==> src/rtl/serdes_tx_arbiter_pkg.sv <==
`default_nettype none
// ----------------------------------------------------------------------------
// Package : serdes_arb_pkg
// Shared state encoding and the round-robin search helper for serdes_tx_arbiter.
// Rev     : 1.0
// ----------------------------------------------------------------------------
package serdes_arb_pkg;

  localparam int unsigned c_rr_max_req = 32;

  typedef enum logic [0:0] {
    ARB_IDLE  = 1'b0,
    ARB_GRANT = 1'b1
  } arb_state_e;

  // First set index strictly after 'last', wrapping at num_req.
  function automatic int unsigned rr_next(input logic [c_rr_max_req-1:0] req,
                                          input int unsigned             last,
                                          input int unsigned             num_req);
    int unsigned idx;
    logic        found;
    rr_next = 0;
    found   = 1'b0;
    for (int unsigned off = 1; off <= c_rr_max_req; off++) begin
      if (off <= num_req) begin
        idx = (last + off) % num_req;
        if (!found && req[idx[4:0]]) begin
          rr_next = idx;
          found   = 1'b1;
        end
      end
    end
  endfunction

endpackage
`default_nettype wire

==> src/rtl/serdes_tx_arbiter_if.sv <==
`default_nettype none
// ----------------------------------------------------------------------------
// Interface : serdes_tx_arbiter_if
// Requester bus and serdes handshake seen by serdes_tx_arbiter.
// Rev       : 1.0
// ----------------------------------------------------------------------------
interface serdes_tx_arbiter_if #(
  parameter int NUM_REQ    = 4,
  parameter int DATA_WIDTH = 8
) ();

  localparam int c_id_w = $clog2(NUM_REQ);

  logic [NUM_REQ*DATA_WIDTH-1:0] req_data_i;
  logic [NUM_REQ-1:0]            req_valid_i;
  logic [NUM_REQ-1:0]            req_ready_o;
  logic [DATA_WIDTH-1:0]         ser_data_o;
  logic                          ser_valid_o;
  logic                          ser_ready_i;
  logic [c_id_w-1:0]             grant_id_o;
  logic                          busy_o;

  modport master (
    input  req_data_i, req_valid_i, ser_ready_i,
    output req_ready_o, ser_data_o, ser_valid_o, grant_id_o, busy_o
  );

  modport slave (
    output req_data_i, req_valid_i, ser_ready_i,
    input  req_ready_o, ser_data_o, ser_valid_o, grant_id_o, busy_o
  );

endinterface
`default_nettype wire

==> src/rtl/serdes_tx_arbiter_rr_arbiter.sv <==
`default_nettype none
// ----------------------------------------------------------------------------
// Module : rr_arbiter
// Combinational round-robin pick; SERDES_ARB_PRIO0_EN gives requester 0 priority.
// Rev    : 1.0
// ----------------------------------------------------------------------------
module rr_arbiter
  import serdes_arb_pkg::*;
#(
  parameter int NUM_REQ = 4,
  parameter int ID_W    = $clog2(NUM_REQ)
) (
  input  logic [NUM_REQ-1:0] req,
  input  logic [ID_W-1:0]    last,
  output logic [ID_W-1:0]    grant,
  output logic               any_req
);

  always_comb begin
    any_req = |req;
    grant   = ID_W'(rr_next(c_rr_max_req'(req), 32'(last), $unsigned(NUM_REQ)));
`ifdef SERDES_ARB_PRIO0_EN
    if (req[0]) begin
      grant = '0;
    end
`else
`endif
  end

endmodule
`default_nettype wire

==> src/rtl/serdes_tx_arbiter.sv <==
`default_nettype none
// ----------------------------------------------------------------------------
// Module : serdes_tx_arbiter
// Round-robin burst scheduler feeding one serdes TX port (SERDES_ARB_PRIO0_EN option).
// Rev    : 1.0
// ----------------------------------------------------------------------------
module serdes_tx_arbiter
  import serdes_arb_pkg::*;
#(
  parameter int NUM_REQ    = 4,
  parameter int DATA_WIDTH = 8,
  parameter int MAX_BURST  = 4
) (
  input  logic                clk_i,
  input  logic                rst_n_i,
  serdes_tx_arbiter_if.master bus
);

  localparam int c_id_w  = $clog2(NUM_REQ);
  localparam int c_cnt_w = (MAX_BURST > 1) ? $clog2(MAX_BURST) : 1;
  localparam logic [c_cnt_w-1:0] c_last_beat = c_cnt_w'(MAX_BURST - 1);
  localparam logic [c_id_w-1:0]  c_last_rst  = c_id_w'(NUM_REQ - 1);

  arb_state_e          r_state, w_state_nxt;
  logic [c_id_w-1:0]   r_grant, w_grant_nxt;
  logic [c_id_w-1:0]   r_last, w_last_nxt;
  logic [c_cnt_w-1:0]  r_beat_cnt, w_beat_cnt_nxt;
  logic [c_id_w-1:0]   w_rr_grant;
  logic                w_any_req;
  logic                w_busy;
  logic                w_g_valid;
  logic                w_xfer;

  rr_arbiter #(
    .NUM_REQ (NUM_REQ),
    .ID_W    (c_id_w)
  ) u_rr_arbiter (
    .req     (bus.req_valid_i),
    .last    (r_last),
    .grant   (w_rr_grant),
    .any_req (w_any_req)
  );

  assign w_busy    = (r_state == ARB_GRANT);
  assign w_g_valid = bus.req_valid_i[r_grant];
  assign w_xfer    = w_busy && w_g_valid && bus.ser_ready_i;

  always_comb begin
    w_state_nxt    = r_state;
    w_grant_nxt    = r_grant;
    w_last_nxt     = r_last;
    w_beat_cnt_nxt = r_beat_cnt;
    case (r_state)
      ARB_IDLE: begin
        if (w_any_req) begin
          w_state_nxt    = ARB_GRANT;
          w_grant_nxt    = w_rr_grant;
          w_beat_cnt_nxt = '0;
        end
      end
      ARB_GRANT: begin
        if (w_xfer) begin
          w_beat_cnt_nxt = r_beat_cnt + 1'b1;
        end
        // A dropped valid ends the burst early so an idle owner cannot hold the link.
        if (!w_g_valid || (w_xfer && (r_beat_cnt == c_last_beat))) begin
          w_state_nxt = ARB_IDLE;
          w_last_nxt  = r_grant;
        end
      end
      default: begin
        w_state_nxt = ARB_IDLE;
      end
    endcase
  end

  always_ff @(posedge clk_i or negedge rst_n_i) begin
    if (!rst_n_i) begin
      r_state    <= ARB_IDLE;
      r_grant    <= '0;
      r_last     <= c_last_rst;
      r_beat_cnt <= '0;
    end else begin
      r_state    <= w_state_nxt;
      r_grant    <= w_grant_nxt;
      r_last     <= w_last_nxt;
      r_beat_cnt <= w_beat_cnt_nxt;
    end
  end

  // ser_valid_o depends only on state and the owner's valid, never on ser_ready_i.
  always_comb begin
    bus.ser_valid_o = 1'b0;
    bus.ser_data_o  = '0;
    bus.req_ready_o = '0;
    if (w_busy) begin
      bus.ser_valid_o          = w_g_valid;
      bus.ser_data_o           = bus.req_data_i[r_grant*DATA_WIDTH +: DATA_WIDTH];
      bus.req_ready_o[r_grant] = bus.ser_ready_i;
    end
  end

  assign bus.grant_id_o = r_grant;
  assign bus.busy_o     = w_busy;

endmodule
`default_nettype wire

==> src/flat_wrapper.sv <==
// flat-port wrapper written by rule: the top's interface ports become plain ports
module serdes_tx_arbiter_flat import serdes_arb_pkg::*;
#(
  parameter int NUM_REQ    = 4,
  parameter int DATA_WIDTH = 8,
  parameter int MAX_BURST  = 4
)
  (clk_i, rst_n_i, bus_req_data_i, bus_req_valid_i, bus_ser_ready_i, bus_req_ready_o, bus_ser_data_o, bus_ser_valid_o, bus_grant_id_o, bus_busy_o);
  serdes_tx_arbiter_if #(.NUM_REQ(NUM_REQ), .DATA_WIDTH(DATA_WIDTH)) bus_i ();
  input  logic clk_i;
  input  logic rst_n_i;
  input wire logic [$bits(bus_i.req_data_i)-1:0] bus_req_data_i;
  input wire logic [$bits(bus_i.req_valid_i)-1:0] bus_req_valid_i;
  input wire logic [$bits(bus_i.ser_ready_i)-1:0] bus_ser_ready_i;
  output wire logic [$bits(bus_i.req_ready_o)-1:0] bus_req_ready_o;
  output wire logic [$bits(bus_i.ser_data_o)-1:0] bus_ser_data_o;
  output wire logic [$bits(bus_i.ser_valid_o)-1:0] bus_ser_valid_o;
  output wire logic [$bits(bus_i.grant_id_o)-1:0] bus_grant_id_o;
  output wire logic [$bits(bus_i.busy_o)-1:0] bus_busy_o;
  assign bus_i.req_data_i = bus_req_data_i;
  assign bus_i.req_valid_i = bus_req_valid_i;
  assign bus_i.ser_ready_i = bus_ser_ready_i;
  assign bus_req_ready_o = bus_i.req_ready_o;
  assign bus_ser_data_o = bus_i.ser_data_o;
  assign bus_ser_valid_o = bus_i.ser_valid_o;
  assign bus_grant_id_o = bus_i.grant_id_o;
  assign bus_busy_o = bus_i.busy_o;
  serdes_tx_arbiter #(.NUM_REQ(NUM_REQ), .DATA_WIDTH(DATA_WIDTH), .MAX_BURST(MAX_BURST)) u_core (.clk_i(clk_i), .rst_n_i(rst_n_i), .bus(bus_i));
endmodule
==> config.mk <==
export PLATFORM = sky130hd
export DESIGN_NAME = serdes_tx_arbiter_flat
export DESIGN_NICKNAME = d
export VERILOG_FILES = /design/src/rtl/serdes_tx_arbiter_pkg.sv /design/src/rtl/serdes_tx_arbiter_if.sv /design/src/rtl/serdes_tx_arbiter_rr_arbiter.sv /design/src/rtl/serdes_tx_arbiter.sv /design/src/flat_wrapper.sv
export SDC_FILE = /design/constraint.sdc
export NUM_CORES = 1
export LEC_CHECK = 0
export BUFFER_PORTS_ARGS = -buffer_cell sky130_fd_sc_hd__buf_4
export CAP_MARGIN = 5
export CORE_MARGIN = 5
export CORE_UTILIZATION = 35
export DETAILED_ROUTE_END_ITERATION = 8
export GPL_ROUTABILITY_DRIVEN = 0
export MAX_ROUTING_LAYER = met4
export PLACE_DENSITY_LB_ADDON = 0.2
export RECOVER_POWER = 25
export SYNTH_ARGS = -nofsm -noshare
export SYNTH_HDL_FRONTEND = slang
export SYNTH_SLANG_ARGS = --single-unit
==> constraint.sdc <==
create_clock -name clk_i -period 3.6 [get_ports clk_i]
set_clock_uncertainty 0.05 [all_clocks]
set_input_delay 0.72 -clock clk_i [delete_from_list [all_inputs] [get_ports clk_i]]
set_output_delay 0.72 -clock clk_i [all_outputs]
set_load 0.03 [all_outputs]
Yosys cells after proc, flatten, opt, wreduce, memory -nomap -nowiden
Index checks and enable logic that the tools add are counted.
{"block": "word_totals", "out_inout_bits": 16, "word_cells": 65, "latchBits": 0, "register_bits": 7, "ram_bits": 0, "mem_bits_ro": 0, "n_memories": 0, "inputBits": 39}
{"block": "op_classes", "eq_ne": 3, "add_sub_neg": 5, "multipliers": 0, "n_reduce_logical": 16, "shift": 1, "muxes": 28, "n_lt_le_gt_ge": 6, "div": 0, "bitwise": 2}
{"op": "indexed part select 32 x 6 -> 8 bit", "count": 1}
{"op": "< comparator 2 x 6 -> 1 bit (second input constant)", "count": 4}
{"op": "two-way mux 1 bit", "count": 12}
{"op": "two-way mux 2 bit", "count": 6}
{"op": "binary-select mux 1 bit (select 2 bit)", "count": 5}
{"op": "two-way mux 8 bit", "count": 1}
{"op": "logical AND 1 bit", "count": 7}
{"op": "adder 2 x 1 -> 2 bit (second input constant)", "count": 3}
{"op": "AND reduction 2 bit", "count": 3}
{"op": "adder 2 bit (second input constant)", "count": 2}
{"op": "bitwise AND 4 bit", "count": 1}
{"op": "logical NOT 1 bit", "count": 4}
{"op": "two-way mux 4 bit", "count": 1}
{"op": "!= test 2 bit (second input constant)", "count": 2}
{"op": "one-hot mux 2 bit (2 select lines)", "count": 1}
{"op": "OR reduction 4 bit", "count": 1}
{"op": "< comparator 2 x 3 -> 1 bit (second input constant)", "count": 1}
{"op": "demux 1 bit (select 2 bit)", "count": 1}
{"op": "== test 2 bit (second input constant)", "count": 1}
{"op": "greater-or-equal comparator 2 x 1 -> 1 bit (second input constant)", "count": 1}
{"op": "one-hot mux 1 bit (2 select lines)", "count": 1}
{"op": "logical OR 1 bit", "count": 1}
{"op": "NOT 1 bit", "count": 1}

Depth between registers and ports, before layout
{"block": "depth", "word_depth": 13, "mapped_depth": 5, "mapped_depth_nobuf": 5}

By module
From an unflattened synthesis, not the netlist that was laid out.
{"block": "unflattened", "cells_unflattened": 70, "area_unflattened_um2": 733.2}
{"mod": "serdes_tx_arbiter", "seq_area_each_um2": 177.7, "n_inst": 1, "area_per_inst_um2": 651.9, "cells_per_inst": 56}
{"mod": "rr_arbiter", "seq_area_each_um2": 0.0, "n_inst": 1, "area_per_inst_um2": 81.3, "cells_per_inst": 14}

Least setup slack after synthesis
No wires, ideal clock.
{"block": "synth_path", "kind": "register to output", "startpoint": "reg u_core.r_grant[0], in the netlist u_core.bus.grant_id_o[0]", "endpoint": "out bus_ser_data_o[0]", "t_required_ps": 2830, "stages_incl_launch_ff": 5, "setup_slack_ps": 1257, "n_path_buf": 2, "arrival_time_ps": 1573, "path_cell_list": "dfrtp_1 > buf_6 > buf_6 > mux4_2 > and2_1"}
{"block": "synth_between", "elab_chain_len": 2}
{"item": "start, declared", "line_no": "serdes_tx_arbiter.sv:25", "text": "logic [c_id_w-1:0] r_grant, w_grant_nxt;"}
{"item": "start signal, assigned", "line_no": "serdes_tx_arbiter.sv:85", "text": "r_grant <= w_grant_nxt;"}
{"item": "indexed part select 32 x 6 -> 8 bit", "line_no": "serdes_tx_arbiter.sv:98", "text": "bus.ser_data_o = bus.req_data_i[r_grant*DATA_WIDTH +: DATA_WIDTH];"}
{"item": "two-way mux 8 bit", "line_no": "serdes_tx_arbiter.sv:96", "text": "if (w_busy) begin"}
{"item": "end, declared", "line_no": "flat_wrapper.sv:16", "text": "output wire logic [$bits(bus_i.ser_data_o)-1:0] bus_ser_data_o;"}
Every way passes these cells.

Worst setup path after layout
{"block": "layout_path", "startpoint": "reg u_core.r_grant[0], in the netlist u_core.bus.grant_id_o[0]", "endpoint": "out bus_ser_data_o[7]"}
The elaborated chain is that of the path after synthesis.

==> metrics list <==
- The number of nets handed over by synthesis was 119.
- Dividing the detail-routed via count by the number of cells gives 5.02.
- By count the netlist is led by and2_1 (9), nor2_1 (8), mux4_2 (7), nand2_1 (7), o21ai_0 (7).
* RSZ-0062 raised after global routing: false
- Setup crit end kind: primary output
* Avg Cell Area, Syn: 9.68 µm²
- CTS built an H-tree with a depth of 1.
- Placed instance area: 0.00117 mm²
- Switching power total: 0.453 mW
- Hold bufs inserted after CTS: 0
- Clock root cell: clkbuf_4
- By startpoint and endpoint, the worst setup path is classified as flip-flop to primary output.
- Ports: 55
* Final Hold Violating Endpoints: 0
* Worst hold path type: primary input to asynchronous set/reset pin
- Net switching is 48.4% of the power.
- The number of clock buffers added by TritonCTS is 3.
* Largest net degree at the start of global routing: 19
* Later-pin clock latency in the skew report: 0.24 ns
- Combinational share of power: 67.9%
- Number of global-route vias before repair: 769
* Start of the worst register-to-register path: u_core.bus.grant_id_o[0]$_DFFE_PN0P_
- The max-slew violation count was 0.
* Pre-antenna DRT Iters: 4
- Placeable core area: 0.00215 mm²
* Top fanout value on the critical path: 16
- The floorplan step set the die height to 56.7 µm.
- Cell Pwr Density: 783 mW/mm²
* Post-cts resize count: 0
- Area of the mapped netlist: 764 µm²
- Of the total power, registers draw 24.7%.
- For this run, the post-layout net count is 174.
- Leakage: 0.578 nW
* Number of setup violations in the final report: 0
- Static timing analysis puts the maximum clock frequency at 360 MHz.
- During placement, the flow inserted port buffers numbering 54.
- Flops & latches, synth: 7
- Internal power comes to 0.483 mW.
- The die covers 0.00322 mm².
- Detailed routing inserted a total of 808 vias.
- Aggregate global routing overflow: 0
* Number of flops mapped to enable cells by yosys: 0
* FFs w/ async S/R, synth: 100%
- After clock tree synthesis, the clock-pin slew on the worst setup and hold paths is 0.05 ns.
- Data on the critical path is required at its endpoint by 2.83 ns.
- Post-detail-place hpwl: 1.79 mm
- Depth of the worst register-to-register path: 3
- For the pin with the worst max-slew slack, the measured transition is 0.725 ns.
* Final design area excluding fillers: 0.00120 mm²
- Dividing the final minimum period by the clock period gives 77.2%.
* Detail Route Antenna Nets: 0
* Slack of the worst reg-to-reg path: 1.73 ns
* Max_cap viols: 0
- Initial detailed-routing violation count: 15
- In the final routed layout, each cell accounts on average for 13.7 µm.
- In the synthesized netlist, the number of instances is 79.
- TritonCTS built the clock tree.
- In this run the horizontal extent of the chip is 56.7 µm.
* Routed wire length: 2.21 mm
- First-pass GRT wire length: 3.42 mm
- The initialized floorplan defines 17 standard-cell rows.
* Sequential fraction of the synthesis area: 23.2%
* Clock Sink Count: 7
- Worst ir drop on vdd: 0.000404 V
* Starting density of the core: 35.6%
- Fraction of layout cells with a size suffix above 1: 51.9%
* Antenna violations before repair: 0
- Category of the worst setup path launch point: flip-flop
* GRT Total Usage: 13.8%
- DRC viols: 0
* Warnings from Yosys: 0
- STA puts the critical path data arrival time at 2.01 ns.
- Number of buffers added for setup after CTS: 0
- Status: complete, no violations
- Measured against its own limit, the worst slew margin works out to 51.6%.
* Area growth, synth to finish: 56.5%
- The clock passes through at most 2 buffers.
- Most frequent cell after synthesis: and2_1
* Clock network power share: 7.4%
- Antenna cell count: 0
- The synthesized design devotes to its leading area cell type 20.6% of total area.
- Summed over all failing endpoints, the final setup total negative slack is 0 ns.
- The clock period could shrink to 2.78 ns.
- By area the synthesized netlist is led by mux4_2 (21%), dfrtp_1 (16%), and2_1 (7.4%), dfstp_2 (6.9%), o21ai_0 (4.6%).
* Dominant synthesized flop cell: dfrtp_1
- The biggest area contributor in the post-synthesis netlist is mux4_2.
- Count of distinct cell types in the synthesized netlist: 25
- The worst register-to-register path ends at u_core.r_last[0]$_DFFE_PN1P_.
layout by cell type (no fill, tap or decap), drive strengths merged, types with 3 or more instances in the layout:
| master | count |
|---|---|
| buf | 53 |
| and2 | 9 |
| nor2 | 8 |
| mux4 | 8 |
| nand2 | 7 |
| o21ai | 7 |
| a21oi | 6 |
| dfrtp | 5 |
| clkbuf | 5 |
| nor2b | 4 |
| inv | 3 |
| mux2i | 3 |
| nand2b | 3 |
worst max-delay path by stage:
stage / end / slack, ns / start
after floorplan: bus_ser_data_o[0] / 1.26 / u_core.bus.grant_id_o[0]$_DFFE_PN0P_
after global placement: bus_ser_data_o[7] / 1.07 / u_core.bus.grant_id_o[0]$_DFFE_PN0P_
after detailed placement: bus_ser_data_o[7] / 1.07 / u_core.bus.grant_id_o[0]$_DFFE_PN0P_
after CTS: bus_ser_data_o[7] / 0.79 / u_core.bus.grant_id_o[0]$_DFFE_PN0P_
after global routing: bus_ser_data_o[7] / 0.68 / u_core.bus.grant_id_o[0]$_DFFE_PN0P_
final: bus_ser_data_o[7] / 0.82 / u_core.bus.grant_id_o[0]$_DFFE_PN0P_
metrics by stage:
stage          hold slack [ns]  instances  power (mW)  utilization, %  setup WS [ns]
3_5_place_dp             0.442        157       0.879            54.6           1.07
4_1_cts                  0.212        161       0.953            55.9          0.785
5_1_grt                  0.327        161        1.01            55.7          0.683
2_1_floorplan            0.374         79       0.678               -           1.26
6_report                 0.305        161       0.936            55.7          0.820
3_3_place_gp             0.418        157       0.867            54.6           1.07
cell families (layout without fill, tap and decap cells):
| kind of cell | Yosys count | count (layout) | share of synthesized area, % |
|---|---|---|---|
| AND/OR/NAND/NOR | 34 | 34 | 23.4 |
| AO/OA/AOI/OAI | 17 | 17 | 14.2 |
| multiplexers | 13 | 13 | 31.9 |
| flip-flops | 7 | 7 | 23.2 |
| buffers and inverters | 7 | 61 | 5.56 |
| adder cells (fa/ha/maj) | 1 | 1 | 1.64 |
power groups by stage:
stage          clock [mW]  sequential (mW)  combinational [mW]
5_1_grt            0.0774            0.248               0.683
4_1_cts            0.0739            0.235               0.644
3_5_place_dp            0            0.236               0.642
6_report           0.0695            0.231               0.635
3_3_place_gp            0            0.233               0.634
2_1_floorplan           0            0.196               0.482
final cells by class:
class,instances,area (µm²)
Inverter,3,11.3
Sequential cell,7,178
Fill cell,201,952
Timing Repair Buffer,54,402
Multi-Input combinational cell,65,544
Clock buffer,4,26.3
Tap cell,28,35.0
worst max-delay path, cell delays in order (launching register included):
cell     delay [ns]
dfrtp_1        0.80
mux4_1         0.63
and2_1         0.17
buf_4          0.16
state kept, by name, indices dropped and copies added, names as in the netlist:
name	flops
u_core.r_beat_cnt	2
u_core.r_last	2
u_core.bus.busy_o	1
u_core.bus.grant_id_o	2
routing by layer:
| layer | vias to the layer above | share of wire (%) | wire length (µm) | global-route usage (%) |
|---|---|---|---|---|
| met3 | 0 | 7.6 | 168 | 2.76 |
| li1 | 397 | - | - | - |
| met5 | - | 0 | 0 | - |
| met1 | 383 | 40 | 872 | 15.0 |
| met2 | 28 | 53 | 1170 | 25.1 |
| met4 | 0 | 0 | 0 | 3.97 |
Note: power is estimated with default switching activity, not from simulation.
